## config.mk

```make
export PLATFORM = sky130hd
export DESIGN_NAME = io_port_ctrl
export DESIGN_NICKNAME = d
export VERILOG_FILES = /design/src/rtl/io_port_ctrl.sv
export SDC_FILE = /design/constraint.sdc
export NUM_CORES = 1
export LEC_CHECK = 0
export CORE_UTILIZATION = 50
export CTS_CLUSTER_DIAMETER = 200
export DETAILED_ROUTE_END_ITERATION = 10
export GPL_TIMING_DRIVEN = 0
export PLACE_DENSITY = 0.71
export SLEW_MARGIN = 10
export SYNTH_ARGS = -nofsm -noshare
export SYNTH_HDL_FRONTEND = slang
export SYNTH_SLANG_ARGS = --single-unit
export TNS_END_PERCENT = 10
```

## constraint.sdc

```tcl
create_clock -name Clock -period 18.9 [get_ports Clock]
set_input_delay 2.835 -clock Clock [delete_from_list [all_inputs] [get_ports Clock]]
set_output_delay 2.835 -clock Clock [all_outputs]
set_load 0.03 [all_outputs]
```

## src/rtl/io_port_ctrl.sv

```systemverilog
// io_port_ctrl: processor I/O port with debounced switch capture and a hex/decimal
// seven-segment display driver that stalls the core through Busy.
module io_port_ctrl #(
  parameter int DATA_WIDTH      = 32,
  parameter int SW_WIDTH        = 18,
  parameter int DIGITS          = 8,
  parameter int DEBOUNCE_CYCLES = 4
) (
  input  logic                  Clock,
  input  logic                  Reset,
  input  logic                  Enable,
  input  logic                  IO,
  input  logic                  Dec_Mode,
  input  logic                  Blank_Zeros,
  input  logic [DATA_WIDTH-1:0] Data_Out,
  input  logic [SW_WIDTH-1:0]   Raw_Input,
  input  logic                  Confirm,
  output logic [DATA_WIDTH-1:0] Data_In,
  output logic                  In_Valid,
  output logic                  Busy,
  output logic [DATA_WIDTH-1:0] Data_Debug,
  output logic [7*DIGITS-1:0]   Display
);
  localparam int BW = 4 * DIGITS;
  localparam int CW = $clog2(DEBOUNCE_CYCLES) + 1;
  localparam int NW = $clog2(DATA_WIDTH + 1);
  localparam logic [16*7-1:0] SEG_TAB = {
    7'h0e, 7'h06, 7'h21, 7'h46, 7'h03, 7'h08, 7'h10, 7'h00,
    7'h78, 7'h02, 7'h12, 7'h19, 7'h30, 7'h24, 7'h79, 7'h40
  };
  typedef enum logic [1:0] {IDLE, WAIT_PRESS, WAIT_RELEASE, CONVERT} state_t;
  state_t state;
  logic en_q, pend, op_io, op_dec, op_blk, ovf, accept, nz;
  logic c_s1, c_s2, db, db_next;
  logic [CW-1:0] db_cnt;
  logic [SW_WIDTH-1:0] raw_s1, raw_s2;
  logic [DATA_WIDTH-1:0] op;
  logic [BW-1:0] bcd, adj, dig;
  logic [NW-1:0] n;
  logic [7*DIGITS-1:0] segs;
  assign accept = Enable && !en_q && state == IDLE && !pend;
  assign db_next = (c_s2 != db && db_cnt == CW'(DEBOUNCE_CYCLES - 1)) ? c_s2 : db;
  assign dig = (state == CONVERT) ? bcd : BW'(op);
  always_comb begin
    adj = bcd;
    for (int i = 0; i < DIGITS; i++)
      adj[4*i +: 4] = (bcd[4*i +: 4] >= 4'd5) ? bcd[4*i +: 4] + 4'd3 : bcd[4*i +: 4];
  end
  // Leading-zero blanking scans from the top digit down; digit 0 always shows.
  always_comb begin
    nz = 1'b0;
    segs = '0;
    for (int k = DIGITS - 1; k >= 0; k--) begin
      nz = nz | (dig[4*k +: 4] != 4'd0);
      segs[7*k +: 7] = (op_blk && !nz && k != 0) ? 7'h7f : SEG_TAB[7*dig[4*k +: 4] +: 7];
    end
  end
  always_ff @(posedge Clock or posedge Reset)
    if (Reset) begin
      c_s1 <= 1'b0;
      c_s2 <= 1'b0;
      raw_s1 <= '0;
      raw_s2 <= '0;
      db <= 1'b0;
      db_cnt <= '0;
    end else begin
      c_s1 <= Confirm;
      c_s2 <= c_s1;
      raw_s1 <= Raw_Input;
      raw_s2 <= raw_s1;
      db <= db_next;
      db_cnt <= (c_s2 == db || db_next != db) ? '0 : db_cnt + 1'b1;
    end
  // The request is latched into op_* first and acted on the following cycle.
  always_ff @(posedge Clock or posedge Reset)
    if (Reset) begin
      state <= IDLE;
      en_q <= 1'b0;
      pend <= 1'b0;
      op_io <= 1'b0;
      op_dec <= 1'b0;
      op_blk <= 1'b0;
      op <= '0;
      bcd <= '0;
      n <= '0;
      ovf <= 1'b0;
      Data_In <= '0;
      In_Valid <= 1'b0;
      Busy <= 1'b0;
      Data_Debug <= '0;
      Display <= {DIGITS{7'h40}};
    end else begin
      en_q <= Enable;
      Data_Debug <= Data_Out;
      In_Valid <= 1'b0;
      pend <= accept;
      if (accept) begin
        op <= Data_Out;
        op_io <= IO;
        op_dec <= Dec_Mode;
        op_blk <= Blank_Zeros;
      end
      case (state)
        IDLE:
          if (pend) begin
            if (!op_io) begin
              state <= WAIT_PRESS;
              Busy <= 1'b1;
            end else if (op_dec) begin
              state <= CONVERT;
              Busy <= 1'b1;
              bcd <= '0;
              n <= '0;
              ovf <= 1'b0;
            end else
              Display <= segs;
          end
        WAIT_PRESS:
          if (db_next && !db) begin
            Data_In <= DATA_WIDTH'(raw_s2);
            state <= WAIT_RELEASE;
          end
        WAIT_RELEASE:
          if (!db_next && db) begin
            state <= IDLE;
            Busy <= 1'b0;
            In_Valid <= 1'b1;
          end
        CONVERT:
          if (n == NW'(DATA_WIDTH)) begin
            state <= IDLE;
            Busy <= 1'b0;
            Display <= ovf ? {DIGITS{7'h3f}} : segs;
          end else begin
            bcd <= {adj[BW-2:0], op[DATA_WIDTH-1]};
            ovf <= ovf | adj[BW-1];
            op <= op << 1;
            n <= n + 1'b1;
          end
      endcase
    end
endmodule

```

== After elaboration in Yosys (flattened, before gate mapping) ==
Index checks and enable logic that the tools add are counted.
W data, S select, Z words.
Operators by class
  $add $sub $neg: 10
  multiply operators: 8
  $lt $le $gt $ge: 8
  eq/ne operators: 17
  shift-type cells: 8
  muxes and demuxes: 57
  bitwise gates (word level): 7
  reductions and logical operators: 40
Operators by type and width (count)
  $shiftx A112 B8 Y7 const A: 8
  $mux W56: 5
  $mux W32: 8
  $pmux W56 S2: 1
  $pmux W32 S2: 1
  $mul A3 B4 Y7 const A: 8
  $mux W7: 7
  $add A4 B2 Y4 const B: 8
  $ge A4 B3 Y1 const B: 8
  $mux W4: 8
  $reduce_bool A4 Y1: 7
  $mux W6: 4
  $reduce_and A5 Y1: 4
  $ne A2 B2 Y1 const B: 7
  $logic_and A1 B1 Y1: 13
  $mux W1: 12
  $mux W2: 6
  $pmux W6 S2: 1
  $logic_not A1 Y1: 11
  $pmux W2 S4: 1
  $or A1 B1 Y1: 7
  $add A6 B1 Y6 const B: 1
  $eq A6 B6 Y1 const B: 1
  $eq A2 B2 Y1 const B: 2
  other kinds (15): 16
Word-level totals
  register bits: 228
  input bits: 57
  output and inout port bits: 122
  word-level logic and storage cells: 176

== Logic depth before layout (Yosys ltp) ==
  depth in word-level cells: 16
  mapped depth: 13
  depth with buffers taken out: 9

== Worst setup path before layout ==
OpenSTA, ideal clock, no wires.
  path kind: input to register
  start: input Enable
  end: register op[10]
  library setup time: 0.082 ns
  arrival time: 3.678 ns
  data required time: 18.818 ns
  path slack: 15.140 ns
  cell stages on the path: 5
  path buffers: 1
  cell sequence: nand3_1 > inv_2 > buf_1 > nand2_1 > a31oi_1
On the way
  longest elaborated chain between the ends: 6
Ends and longest elaborated chain
  start, declared: RTL line 11  | input logic Enable,
  $logic_and A1 B1 Y1 * (3 in series): RTL line 41  | assign accept = Enable && !en_q && state == IDLE && !pend;
  $mux W32 *: RTL line 97  | if (accept) begin
  $mux W32: RTL line 130  | if (n == NW'(DATA_WIDTH)) begin
  $mux W32 *: RTL line 103  | case (state)
  end signal, assigned: RTL line 98  | op <= Data_Out;
  end signal, assigned: RTL line 137  | op <= op << 1;
  end, declared: RTL line 37  | logic [DATA_WIDTH-1:0] op;
Every way passes the cells marked *; elsewhere a longest branch is shown, timed or not.
A chain may end at the register's enable or synchronous reset.

== Worst setup path in the final report ==
  start: register Display[34]
  end: output Display[34]
RTL lines
  start, declared: RTL line 22  | output logic [7*DIGITS-1:0] Display
  start signal, assigned: RTL line 91  | Display <= {DIGITS{7'h40}};
  start signal, assigned: RTL line 116  | Display <= segs;
  start signal, assigned: RTL line 133  | Display <= ovf ? {DIGITS{7'h3f}} : segs;
No word-level cell between the ends.

==> results.md <==
- Worst R2R End: Display[10]
- Yosys top cell area share: 47.8%
- Final Power: 2.42 mW
- RD Place Congestion: 0.901
- Final Non-Filler Cells: 1638
- Pwr dens: 167 mW/mm2
- WP data required: 16.07 ns
- Reg area: 0.00572 mm2
- Root Driver: clkbuf_16
- Antenna cells: 0
- Slowest CP cell: clkdlybuf4s50_1
- Initial antenna violation count: 0
- Post-synthesis compound-gate area fraction: 14.8%
- Slew Limit Fails: 0
- Synth Area in XOR/XNOR: 0.837%
- Final setup viols: 0
- Grt ovf: 0
- WL final: 29.8 mm
- Final ANT Viol Nets: 0
- Syn Area/Cell: 10.2 um2
- Critical Path End Type: output pin
- Critical path arrival: 1.77 ns
- Asr flop ratio synth: 100%
- Die ar.: 0.0236 mm2
- Vias: 9221
- Startpoint Class: register
- RSZ-0062 raised after global routing: false
- R2R cell count: 13
- Placed inst area: 0.0136 mm2
- Synthesized flop and latch total: 228
- Post-CTS setup buffer count: 0
- Ys flop type: dfrtp_1
- Reg clk slew, reported paths: 0.06 ns
- Layout Utilization: 64.1%
- CTS Hold Bufs: 0
- Number of fill cells: 1826
- Hold WS: 0.345 ns
- Simple logic cell fraction of the synthesized area: 14.0%
- Multi-input gate area: 0.00528 mm2
- Crit path capture: Display[34]
- Max incr delay on CP: 0.67 ns
- Family with the most delay on the worst path: buffers and inverters
- Max clock buf depth: 3
- Layout area overhead: 26.0%
- Port bufs: 164
- Final Net Count: 1455
- Leak: 6.47 nW
- Cell count after placement: 1592
- Max Freq: 0.217 GHz
- Count of distinct cell types in the synthesized netlist: 76
- CP Class: register to output pin
- Setup TNS: 0 ns
- Largest family of logic cells by synthesized area: compound AO/OA/AOI/OAI gates
- Crit. path cell count: 1
- Worst r2r src: state[1]
- Sequential fraction of the synthesis area: 49.7%
- Worst path bufs/invs: 1
- Worst slew pin tran: 1.32 ns
- Share of cells above drive strength 1: 10.1%
- Area share of fa/ha/maj cells after synthesis: 6.96%
- Peak VDD IR: 0.0908 mV
- Mux cell area share after synthesis: 8.72%
- Cell Chain, Critical Path: clkdlybuf4s50_1
- FP Rows: 55
- Status: finished clean
- DR WL/cell: 18.2 um
- Slew HR: 11.8%
- Post-synth EDFFs: 0
- Dpl ws: 14.15 ns
- I/O pin cnt: 179
- Yosys warnings: 0
- Initial DRT Pass Iterations: 5
- # clock sinks: 228
- Clk_skew: 0.0131 ns
- Initial Utilization: 50.8%
- Final hold violations: 0
- Post-Layout Inst Area: 0.0145 mm2
- Vias in the first global route: 8848
- H-tree depth: 1
- CTS tree: yes
- Post-synth top area cell: dfrtp_1
- Worst Hold Class: register to register
- Skew-Pair Late Insertion Delay: 0.55 ns
- Largest net degree at the start of global routing: 116
- Drt initial violations: 685
- CP Max Fanout: 2
- Overall routing resource usage: 25.4%
- Cts repair resizes: 0
- Max-cap violations: 0
- Reg2Reg Setup Slack: 14.75 ns
- Die H: 154 um
- First-pass GRT wire length: 47.4 mm
- Tcrit/Tclk final: 24.4%
- Cts bufs inserted: 25
- CP startpoint: Display[34]
- Synth Cell Area: 0.0115 mm2
- Most area-consuming cells after synthesis: dfrtp_1 48%, ha_1 7.0%, mux2i_1 4.8%
- Final setup margin: 14.30 ns
- Width of the die: 154 um
- Syn Inst Count: 1129
- Residual DRC count: 0
- Clock period minus final worst setup slack: 4.60 ns
- Core area: 0.0226 mm2
- Post-DR vias/cell: 5.63
- Dpl hpwl: 21.3 mm
-- worst min path at each step --
| stage | to | start | depth (start not counted) | slack, ns |
|---|---|---|---|---|
| after floorplan | c_s2 | c_s1 | 0 | 0.33 |
| after global placement | raw_s2[2] | raw_s1[2] | 0 | 0.33 |
| after detailed placement | raw_s2[10] | raw_s1[10] | 0 | 0.33 |
| after CTS | raw_s2[5] | raw_s1[5] | 0 | 0.35 |
| after global routing | raw_s2[7] | raw_s1[7] | 0 | 0.35 |
| final | raw_s2[5] | raw_s1[5] | 0 | 0.35 |
-- sequential cells by signal (all words and copies together) (netlist names), 2 cells and up --
signal and cells:
Display 56, Data_Debug 32, bcd 32, op 32
Data_In 18, raw_s1 18, raw_s2 18, n 6
db_cnt 3, state 2
-- layout make-up --
cell class / count / area share (%)
multi-input cells: 789 / 36.4
plain buffers: 70 / 2.48
repair buffers: 165 / 11.5
clock buffers: 32 / 4.63
inverters: 55 / 1.48
flip-flops and latches: 228 / 39.4
clock inverters: 14 / 1.66
well taps: 285 / 2.46
-- logic make-up (layout without fill, tap and decap cells) --
| family | after synthesis | in the layout |
|---|---|---|
| and+or+nand+nor | 340 | 340 |
| AOI/OAI and AO/OA | 267 | 267 |
| DFF | 228 | 228 |
| buffers and inverters | 125 | 336 |
| muxes | 93 | 93 |
| adders and majority gates | 64 | 64 |
| xor gates and xnor gates | 11 | 11 |
| other | 1 | 14 |
-- cells in the mapped netlist (3+ instances only) --
| cell | n |
|---|---|
| a22o_1 | 4 |
| nor3b_1 | 13 |
| or4_1 | 3 |
| or2_1 | 3 |
| dfstp_2 | 8 |
| and3_1 | 7 |
| a32oi_1 | 4 |
| mux2i_1 | 55 |
| o21ai_1 | 8 |
| xnor2_1 | 8 |
| buf_2 | 19 |
| nand2_1 | 125 |
| o22ai_1 | 6 |
| and2_1 | 5 |
| mux2_2 | 35 |
| buf_1 | 9 |
| o211ai_1 | 8 |
| o21a_1 | 4 |
| nor2_1 | 104 |
| nor2b_1 | 4 |
| xor2_1 | 3 |
| a211oi_1 | 7 |
| nor4bb_1 | 3 |
| nor3_1 | 9 |
| ha_1 | 64 |
| a21oi_1 | 58 |
| clkbuf_1 | 22 |
| o32a_1 | 5 |
| a31oi_1 | 59 |
| o22a_1 | 10 |
| a22oi_1 | 11 |
| dfrtp_1 | 220 |
| a32o_1 | 4 |
| nand2b_1 | 12 |
| inv_1 | 54 |
| or3_1 | 6 |
| buf_4 | 17 |
| nand3_1 | 26 |
| o21ai_0 | 49 |
| o31ai_1 | 9 |
| o221ai_1 | 3 |
-- cell usage in the layout (no fill, tap or decap), types with 5 or more instances in the layout --
cell type	netlist	layout
dfrtp_1	220	220
clkdlybuf4s50_1	0	164
nand2_1	125	125
nor2_1	104	104
ha_1	64	64
a31oi_1	59	59
a21oi_1	58	58
mux2i_1	55	55
inv_1	54	53
o21ai_0	49	49
mux2_2	35	35
clkbuf_1	22	27
nand3_1	26	26
clkbuf_16	0	25
buf_2	19	19
buf_4	17	17
conb_1	1	14
nor3b_1	13	13
nand2b_1	12	12
a22oi_1	11	11
o22a_1	10	10
o31ai_1	9	9
buf_1	9	9
nor3_1	9	9
dfstp_2	8	8
o21ai_1	8	8
xnor2_1	8	8
o211ai_1	8	8
and3_1	7	7
a211oi_1	7	7
o22ai_1	6	6
or3_1	6	6
bufinv_16	0	6
and2_1	5	5
o32a_1	5	5
clkinv_2	0	5
-- power breakdown --
part | internal (mW) | leakage (nW) | switching (mW)
logic | 0.466 | 3.23 | 0.667
registers | 0.630 | 2.79 | 0.114
clock network | 0.335 | 0.443 | 0.206
total | 1.43 | 6.47 | 0.988
-- layer usage --
metal / vias to the layer above / wire, um / GRT usage, %
li1: 4397 / - / -
met1: 4486 / 13100 / 34.4
met2: 289 / 14100 / 41.6
met3: 49 / 1890 / 4.48
met4: 0 / 694 / 7.52
met5: - / 0 / 0
No activity file was read; power rests on OpenSTA's default activity.
